File: src/rtl/piso_serializer.sv
// Parallel-in, serial-out transmitter with valid/ready intake and gap-free streaming.
// Optional trailing even-parity bit enabled by defining SER_PARITY_EN.
module piso_serializer #(
    parameter int unsigned WIDTH     = 8,
    parameter int unsigned LSB_FIRST = 0
) (
    input  logic             clk,
    input  logic             clr,
    input  logic [WIDTH-1:0] din,
    input  logic             din_valid,
    output logic             din_ready,
    output logic             sout,
    output logic             sout_valid,
    output logic             busy,
    output logic             done
);

    localparam int unsigned CW = (WIDTH > 1) ? $clog2(WIDTH) : 1;

    localparam logic [1:0] IDLE   = 2'd0;
    localparam logic [1:0] SHIFT  = 2'd1;
`ifdef SER_PARITY_EN
    localparam logic [1:0] PARITY = 2'd2;
`endif

    logic [1:0]       state_q, state_d;
    logic [WIDTH-1:0] shreg_q, shreg_d;
    logic [CW-1:0]    cnt_q, cnt_d;
    logic             din_ready_q, din_ready_d;
    logic             sout_q, sout_d;
    logic             sout_valid_q, sout_valid_d;
    logic             busy_q, busy_d;
    logic             done_q, done_d;
`ifdef SER_PARITY_EN
    logic             parity_q, parity_d;
`endif

    logic             accept_c;
    logic             last_c;

    // Next-state and next-output logic; outputs are registered from the next state.
    always_comb begin
        state_d      = state_q;
        shreg_d      = shreg_q;
        cnt_d        = cnt_q;
`ifdef SER_PARITY_EN
        parity_d     = parity_q;
`endif
        din_ready_d  = 1'b0;
        sout_d       = 1'b0;
        sout_valid_d = 1'b0;
        busy_d       = 1'b0;
        done_d       = 1'b0;

        accept_c = din_valid && din_ready_q;
        last_c   = (state_q == SHIFT) && (cnt_q == CW'(WIDTH - 1));

        case (state_q)
            IDLE: begin
                state_d = IDLE;
            end
            SHIFT: begin
                if (LSB_FIRST != 0) shreg_d = {1'b0, shreg_q[WIDTH-1:1]};
                else                shreg_d = {shreg_q[WIDTH-2:0], 1'b0};
                cnt_d = CW'(cnt_q + CW'(1));
                if (last_c) begin
`ifdef SER_PARITY_EN
                    state_d = PARITY;
`else
                    state_d = IDLE;
`endif
                end
            end
            default: begin
                state_d = IDLE;
            end
        endcase

        // An accept (only possible while din_ready_q) overrides the frame end.
        if (accept_c) begin
            shreg_d = din;
            cnt_d   = '0;
            state_d = SHIFT;
`ifdef SER_PARITY_EN
            parity_d = ^din;
`endif
        end

        case (state_d)
            IDLE: begin
                din_ready_d = 1'b1;
            end
            SHIFT: begin
                busy_d       = 1'b1;
                sout_valid_d = 1'b1;
                sout_d       = (LSB_FIRST != 0) ? shreg_d[0] : shreg_d[WIDTH-1];
`ifndef SER_PARITY_EN
                done_d      = (cnt_d == CW'(WIDTH - 1));
                din_ready_d = done_d;
`endif
            end
`ifdef SER_PARITY_EN
            PARITY: begin
                busy_d       = 1'b1;
                sout_valid_d = 1'b1;
                sout_d       = parity_d;
                done_d       = 1'b1;
                din_ready_d  = 1'b1;
            end
`endif
            default: begin
                din_ready_d = 1'b0;
            end
        endcase
    end

    always_ff @(posedge clk) begin
        if (clr) begin
            state_q      <= IDLE;
            shreg_q      <= '0;
            cnt_q        <= '0;
            din_ready_q  <= 1'b1;
            sout_q       <= 1'b0;
            sout_valid_q <= 1'b0;
            busy_q       <= 1'b0;
            done_q       <= 1'b0;
`ifdef SER_PARITY_EN
            parity_q     <= 1'b0;
`endif
        end else begin
            state_q      <= state_d;
            shreg_q      <= shreg_d;
            cnt_q        <= cnt_d;
            din_ready_q  <= din_ready_d;
            sout_q       <= sout_d;
            sout_valid_q <= sout_valid_d;
            busy_q       <= busy_d;
            done_q       <= done_d;
`ifdef SER_PARITY_EN
            parity_q     <= parity_d;
`endif
        end
    end

    assign din_ready  = din_ready_q;
    assign sout       = sout_q;
    assign sout_valid = sout_valid_q;
    assign busy       = busy_q;
    assign done       = done_q;

endmodule

File: config.mk
export PLATFORM = sky130hd
export DESIGN_NAME = piso_serializer
export DESIGN_NICKNAME = d
export VERILOG_FILES = /design/src/rtl/piso_serializer.sv
export SDC_FILE = /design/constraint.sdc
export NUM_CORES = 1
export LEC_CHECK = 0
export BUFFER_PORTS_ARGS = -buffer_cell sky130_fd_sc_hd__buf_2
export CAP_MARGIN = 20
export CORE_AREA = 2 2 39 41
export DETAILED_ROUTE_END_ITERATION = 16
export DIE_AREA = 0 0 41 43
export PLACE_DENSITY_LB_ADDON = 0.1
export SYNTH_ARGS = -nofsm -noshare
export SYNTH_HDL_FRONTEND = slang
export SYNTH_SLANG_ARGS = --single-unit
File: constraint.sdc
create_clock -name clk -period 2.3 [get_ports clk]
set_input_delay 0.345 -clock clk [delete_from_list [all_inputs] [get_ports clk]]
set_output_delay 0.345 -clock clk [all_outputs]
set_load 0.1 [all_outputs]
* After elaboration in Yosys (flattened, before gate mapping)
Cells that the tools add are included.
Word-level totals: input port bits 11, register bits after elaboration 17, output and inout bits 5, logic and storage cells 28
Cells by class: mux-type cells 9, reductions and logical operators 5, bitwise operators 1, $add $sub $neg 1, equal/unequal tests 4
Operators by type and width (count):
- $mux 8 | 2
- $eq 3x3->1 const B | 2
- $mux 2 | 3
- $mux 3 | 2
- $eq 2x1->1 const B | 2
- $add 3x1->3 const B | 1
- $logic_and 1x1->1 | 2
- $logic_not 2->1 | 1
- $pmux 1 s2 | 1
- $reduce_bool 2->1 | 1
- $reduce_or 2->1 | 1
- $mux 1 | 1
- $not 1->1 | 1

* Depth between registers and ports, before layout
Gate-level depths: netlist of the first run.
depth in word-level cells 8, depth in mapped cells 5, gate-level depth less buffers 5

* Worst setup path after synthesis of the first run
No wires, ideal clock.
path type register to output, from reg busy (netlist name), to out sout_valid, arrival 1356 ps, path slack 599 ps, buffers on the path 1, required time 1955 ps, cell stages (with the launch flop) 2, cells stage by stage dfxtp_1 > buf_4
RTL lines:
- to (decl) | RTL line 13 | output logic sout_valid,

* Final worst setup path of the first run
from reg din_ready_q, in the netlist din_ready, to out din_ready
RTL lines:
- from (decl) | RTL line 29 | logic din_ready_q, din_ready_d;
- from (signal assigned) | RTL line 134 | din_ready_q <= din_ready_d;
- to (decl) | RTL line 11 | output logic din_ready,
No word-level cell between the ends.

==> results of run 1 <==
-- worst paths after layout --
check | to | slack (ps) | depth (start not counted)
setup / recovery | din_ready | 840 | 1
hold / removal | shreg_q[0] | 320 | 3
setup reg to reg | din_ready | 970 | 5
hold reg to reg | shreg_q[0] | 480 | 2
-- routing by layer --
layer / vias to the layer above / track usage
met4: 0 / 0.120
li1: 250 / -
met2: 18 / 0.191
met5: - / 0
met3: 5 / 0.0314
met1: 215 / 0.217
-- cell usage in the layout (no fill, tap or decap) --
cell,netlist,layout
a211oi_1,6,6
a21o_1,1,1
a21oi_1,4,4
buf_2,1,15
clkbuf_4,0,3
conb_1,1,1
dfxtp_1,16,16
ha_1,2,2
mux2i_1,8,8
nand2_1,2,2
nand2b_1,1,1
nand2b_4,1,1
nand3_1,4,4
nand3b_1,1,1
nor2_1,9,9
nor3_1,1,1
nor3b_1,1,1
or2_2,1,1
xor2_1,1,1
-- registers in the layout, indices dropped and copies added (netlist names) --
name	count
cnt_q	3
done	1
state_q	2
busy	1
shreg_q	7
sout	1
din_ready	1
-- cell families (layout without fill, tap and decap cells) --
group,after synthesis,count (layout)
buffers and inverters,5,18
and+or+nand+nor,21,21
adders and majority gates,2,2
muxes,8,8
DFF,16,16
AOI/OAI and AO/OA,11,11
xor gates and xnor gates,1,1
other,1,1
-- stage by stage --
step | setup slack, ps | utilization | cells
after floorplan | 599 | - | 65
after global placement | 980 | 0.515 | 91
after detailed placement | 965 | 0.515 | 91
after CTS | 840 | 0.532 | 94
after global routing | 803 | 0.532 | 94
final | 841 | 0.532 | 94
-- layout make-up --
| type | instances | area (µm²) |
|---|---|---|
| clock buffer | 3 | 22.5 |
| fill | 124 | 648 |
| multi-input combinational | 44 | 298 |
| sequential | 16 | 320 |
| tap | 16 | 20.0 |
| timing repair buffer | 15 | 75.1 |
-- power breakdown --
| group | switching [W] | leakage [nW] | internal (W) | total, W |
|---|---|---|---|---|
| logic | 0.0000623 | 0.220 | 0.0000279 | 0.0000901 |
| registers | 0.00000928 | 0.132 | 0.000294 | 0.000303 |
| clock network | 0.0000863 | 0.0138 | 0.0000608 | 0.000147 |
| total | 0.000158 | 0.366 | 0.000382 | 0.000540 |
-- worst reg2reg max path: stages (launching register included) --
cell     delay (ps)
dfxtp_1         340
ha_1            200
ha_1            190
nor3b_1         250
nand2_1          80
a21o_1          180
==> out/metrics.cfg, run 1 <==
[route]
top_layer=met4
drc=0
antenna_left=0
drtPass1Iterations=4
via_count=488
viasPerCell=5.19
drt-initial-drc-count=13
wl_um=1100
drt-met1-wl_um=540
dr_wl_met3_um=61
met2_wirelength_um=462
drt-wirelength-per-cell_um=11.7

[grt]
grt_pass1_wl_um=1770
grt_overflow=0
antenna_found_initial=0
grt_pass1_vias=416
grt_max_degree=19
grt_usage=0.153

[worst_setup_path]
crit_path_end_kind=output pin
crit_buf_inv=1
max_stage_delay_ps=440
cp_top_family=buffers and inverters
regToRegStartpoint=cnt_q[0]
cp-startpoint=din_ready
arrival_ps=1110
path_class=register to output pin
crit_path_cell_trace=buf_2
worstPathMaxFanout=4
worstSetupStartpointType=register
worstPathRequired_ps=1960
cpMaxStageDelayCell=buf_2

[outcome]
outcome=completed

[sta]
fin_crit_sh=0.634
whs_ps=318
worst_pin_slew_ps=523
fin_skew_ps=6.86
maxSlewHeadroom=0.650
fmax_mhz=686
finalSetupViolCount=0
final.setup.tns_ps=0
hold_violations=0
min_period_ps=1460
slew_violations=0
rsz0062_at_grt=no

[clock_network]
hold_buffers=0
tritoncts=built
clkSinkCount=16
cts-root-buf=clkbuf_4
htree_levels=1
cts.clk_slew.worst_paths_ps=90
clockBufferDepth=2
clock_latency_ps=280
cts_setup_buffers=0
cts_resized=0
numCtsBuffers=3

[yosys]
syn_avg_cell_area_um2=10.2
synthXorXnorAreaFrac=0.0132
synth_simple_gate_area_frac=0.162
syn_inst=65
synth-seq-cells=16
syn_area_um2=666
synth_top_area_frac=0.481
synthAdderAreaFrac=0.0376
async_flop_share=0
synth-compound-area-share=0.109
ys.flop_type=dfxtp_1
ys_warn_count=0
synth.net_count=78
synth_edf_count=0
synth.most_common_cell=dfxtp_1
synth_common_cells=dfxtp_1 (16), nor2_1 (9), mux2i_1 (8)
synth.area.top_cells=dfxtp_1 (48%), mux2i_1 (12%), a211oi_1 (6.8%)
synth_top_family_by_area=simple AND/OR/NAND/NOR gates
synthMuxAreaShare=0.120
synth.largest_area_cell=dfxtp_1
ys_types=22
synth.yosys.seq_area_share=0.481

[die]
row_count=14
fp.dieW_um=41
fp.dieH_um=43
coreArea_um2=1380
initial_core_util=0.481
ios=16
die_area_um2=1760

[finish]
area.growth.synth_to_final_pct=10.5
final_area_um2=736
antenna_cells=0
fin_nets=93
drive_gt1_frac=0.256

[worst_hold_path]
holdCritPathClass=input port to register
min-delay-start=din[0]

[placement]
post-dp-hpwl_um=798
io_buffers=15
placed_area_um2=713
gp_congestion=0.753

[run]
drv_cap=0

[pwr]
static-leakage-power_nw=0.366
ir_worst_vdd_mv=0.333
cellPowerDensity_nw_per_um2=734
finalPower_w=0.000540

Note: power is estimated with default switching activity, not from simulation.
==> inputs of run 2 (changes only) <==
CORE_AREA = not set   (was 2 2 39 41)
CORE_MARGIN = 2   (was not set)
CORE_UTILIZATION = 44   (was not set)
DIE_AREA = not set   (was 0 0 41 43)
clock period = 1.2 ns   (was 2.3 ns; I/O delays follow)
==> run 2 against run 1 <==
Against the previous run: die area grew 4.4%; via count grew 5.5%; first-iteration DRC count shrank 46%; sequential power grew 94%; power grew 120%; clock power grew 140%; sequential cell count is the same; critical endpoint is now din_ready; largest cell class is now multi-input gates.
==> out/metrics.cfg, run 2 (synthesized netlist as in run 1, its figures left out) <==
[clock_network]
cts-root-buf=clkbuf_4
cts_setup_buffers=0  ; unchanged
numCtsBuffers=3  ; unchanged
clkSinkCount=16  ; unchanged
htree_levels=1  ; unchanged
clock_latency_ps=290  ; about the same
cts.clk_slew.worst_paths_ps=90  ; about the same
tritoncts=built
clockBufferDepth=2  ; unchanged

[finish]
antenna_cells=0  ; unchanged
largest_reg_flops=7  ; unchanged
area.growth.synth_to_final_pct=36.5
top_register=shreg_q
final_cell_mix=dfxtp_1 (12), buf_2 (10), nor2_1 (9)
final_common_cell=dfxtp_1
drive_gt1_frac=0.398  ; +0.141
fin_nets=97  ; +4.3%
largestRegisters=shreg_q x7, cnt_q x3, state_q x2
n_fill_cell=123  ; -0.81%

[worst_setup_path]
worstSetupStartpointType=register
regToRegStartpoint=cnt_q[0]
crit_path_end_kind=register
crit_path_cell_trace=ha_4 > ha_4 > nor3b_4 > nand2_1 > a21o_1
cp_top_family=flip-flops
worstPathMaxFanout=2  ; -2
cp-startpoint=cnt_q[0]
path_class=register to register
ff2ff_path_depth=5  ; unchanged
max_stage_delay_ps=350  ; -90 ps
worstPathRequired_ps=1390  ; -570 ps
cpMaxStageDelayCell=dfxtp_2
arrival_ps=1390  ; +280 ps
cp_common_cell=ha_4
crit_buf_inv=0  ; -1
rrSetupSlack_ps=6  ; -960 ps
rr_endpoint=din_ready

[pwr]
cellPowerDensity_nw_per_um2=1280  ; +75%
power_frac_seq=0.504  ; -0.057
power.share.switching=0.278  ; -0.0138
pwr-share-comb=0.187  ; +0.020
p_int_w=0.000840  ; +120%
finalPower_w=0.00116  ; +120%
pwr-share-clk=0.309  ; +0.037
static-leakage-power_nw=0.412  ; +13%
switching_power_w=0.000324  ; +110%
ir_worst_vdd_mv=0.588  ; +77%

[die]
die_area_um2=1840  ; +4.4%
fp.dieW_um=42.9  ; +4.6%
initial_core_util=0.458  ; -0.0232
ios=16  ; unchanged
fp.dieH_um=42.9  ; -0.24%
row_count=14  ; unchanged
coreArea_um2=1450  ; +5.1%

[route]
via_count=515  ; +5.5%
viasPerCell=5.20  ; +0.20%
drt-initial-drc-count=7  ; -6
antenna_left=0  ; unchanged
drc=0  ; unchanged
drtPass1Iterations=4  ; unchanged
drt-wirelength-per-cell_um=12.4  ; +5.9%
wl_um=1220  ; +11%

[sta]
fin_skew_ps=2.21  ; -4.65 ps
min_period_ps=1190
finalSetupViolCount=0  ; unchanged
fin_crit_sh=0.995
rsz0062_at_grt=yes
slew_violations=0  ; unchanged
fmax_mhz=837
whs_ps=141  ; -177 ps
hold_violations=0  ; unchanged

[placement]
io_buffers=15  ; unchanged
post-dp-hpwl_um=812  ; +1.7%
gp_congestion=0.726  ; -3.6%

[worst_hold_path]
min-delay-start=din[0]
holdCritPathClass=input port to register
min_to=shreg_q[0]
hold_depth=3  ; unchanged

[grt]
grt_pass1_wl_um=2010  ; +13%
grt_pass1_vias=475  ; +14%
antenna_found_initial=0  ; unchanged
grt_max_degree=13  ; -6
grt_usage=0.151  ; -0.00189
grt_overflow=0  ; unchanged

[outcome]
outcome=completed

[run]
drv_cap=0  ; unchanged

-- run 2: cell count changes in the layout (fill, tap and decap cells not counted), sizes merged --
cell / delta
buf: +4
clkbuf: +1
-- run 2: layout make-up --
class                           instances  area [µm²]  share of cell area
Sequential cell                        16         330               0.364
Multi-Input combinational cell         44         342               0.376
Tap cell                               16        20.0              0.0220
Clock buffer                            4        36.3              0.0399
Timing Repair Buffer                   19         180               0.198
-- run 2: power groups by stage --
stage | Combinational, W | Clock (W) | Sequential (W)
global route | 0.000232 | 0.000394 | 0.000592
finish | 0.000217 | 0.000360 | 0.000587
floorplan | 0.000109 | 0 | 0.000636
detailed placement | 0.000213 | 0 | 0.000598
global placement | 0.000211 | 0 | 0.000598
CTS | 0.000216 | 0.000358 | 0.000586
-- run 2: through the flow --
stage | setup TNS [ps] | worst slack, ps | instance area [µm²] | utilization | cells
finish | 0 | 5.65 | 908 | 0.625 | 99
floorplan | -11.9 | -11.9 | 681 | - | 65
global placement | -19.5 | -19.5 | 833 | 0.573 | 95
global route | -42.0 | -42.0 | 908 | 0.625 | 99
detailed placement | -68.8 | -64.5 | 833 | 0.573 | 95
CTS | 0 | 7.06 | 897 | 0.617 | 99
-- run 2: worst max-delay path by stage --
stage / cells past startpoint / to / slack [ps]
floorplan: 5 / din_ready / -10
global placement: 5 / din_ready / -20
detailed placement: 5 / din_ready / -60
CTS: 5 / din_ready / 7
global route: 5 / din_ready / -40
finish: 5 / din_ready / 6
-- run 2: routing by layer --
layer,vias to the layer above,track usage,part of all wire
li1,259,-,-
met1,229,0.187,0.49
met2,20,0.221,0.41
met3,7,0.0383,0.052
met4,0,0.113,0.042
met5,-,0,0
-- run 2: worst reg2reg max path, stage by stage, from the launching register on --
cell	delay [ps]
dfxtp_2	350
ha_4	160
ha_4	160
nor3b_4	190
nand2_1	90
a21o_1	160
-- run 2: what timing repair did --
action,CTS,global route
pin swaps,4,1
hold buffers,0,0
setup endpoints to repair,3,2
resized for setup,5,2
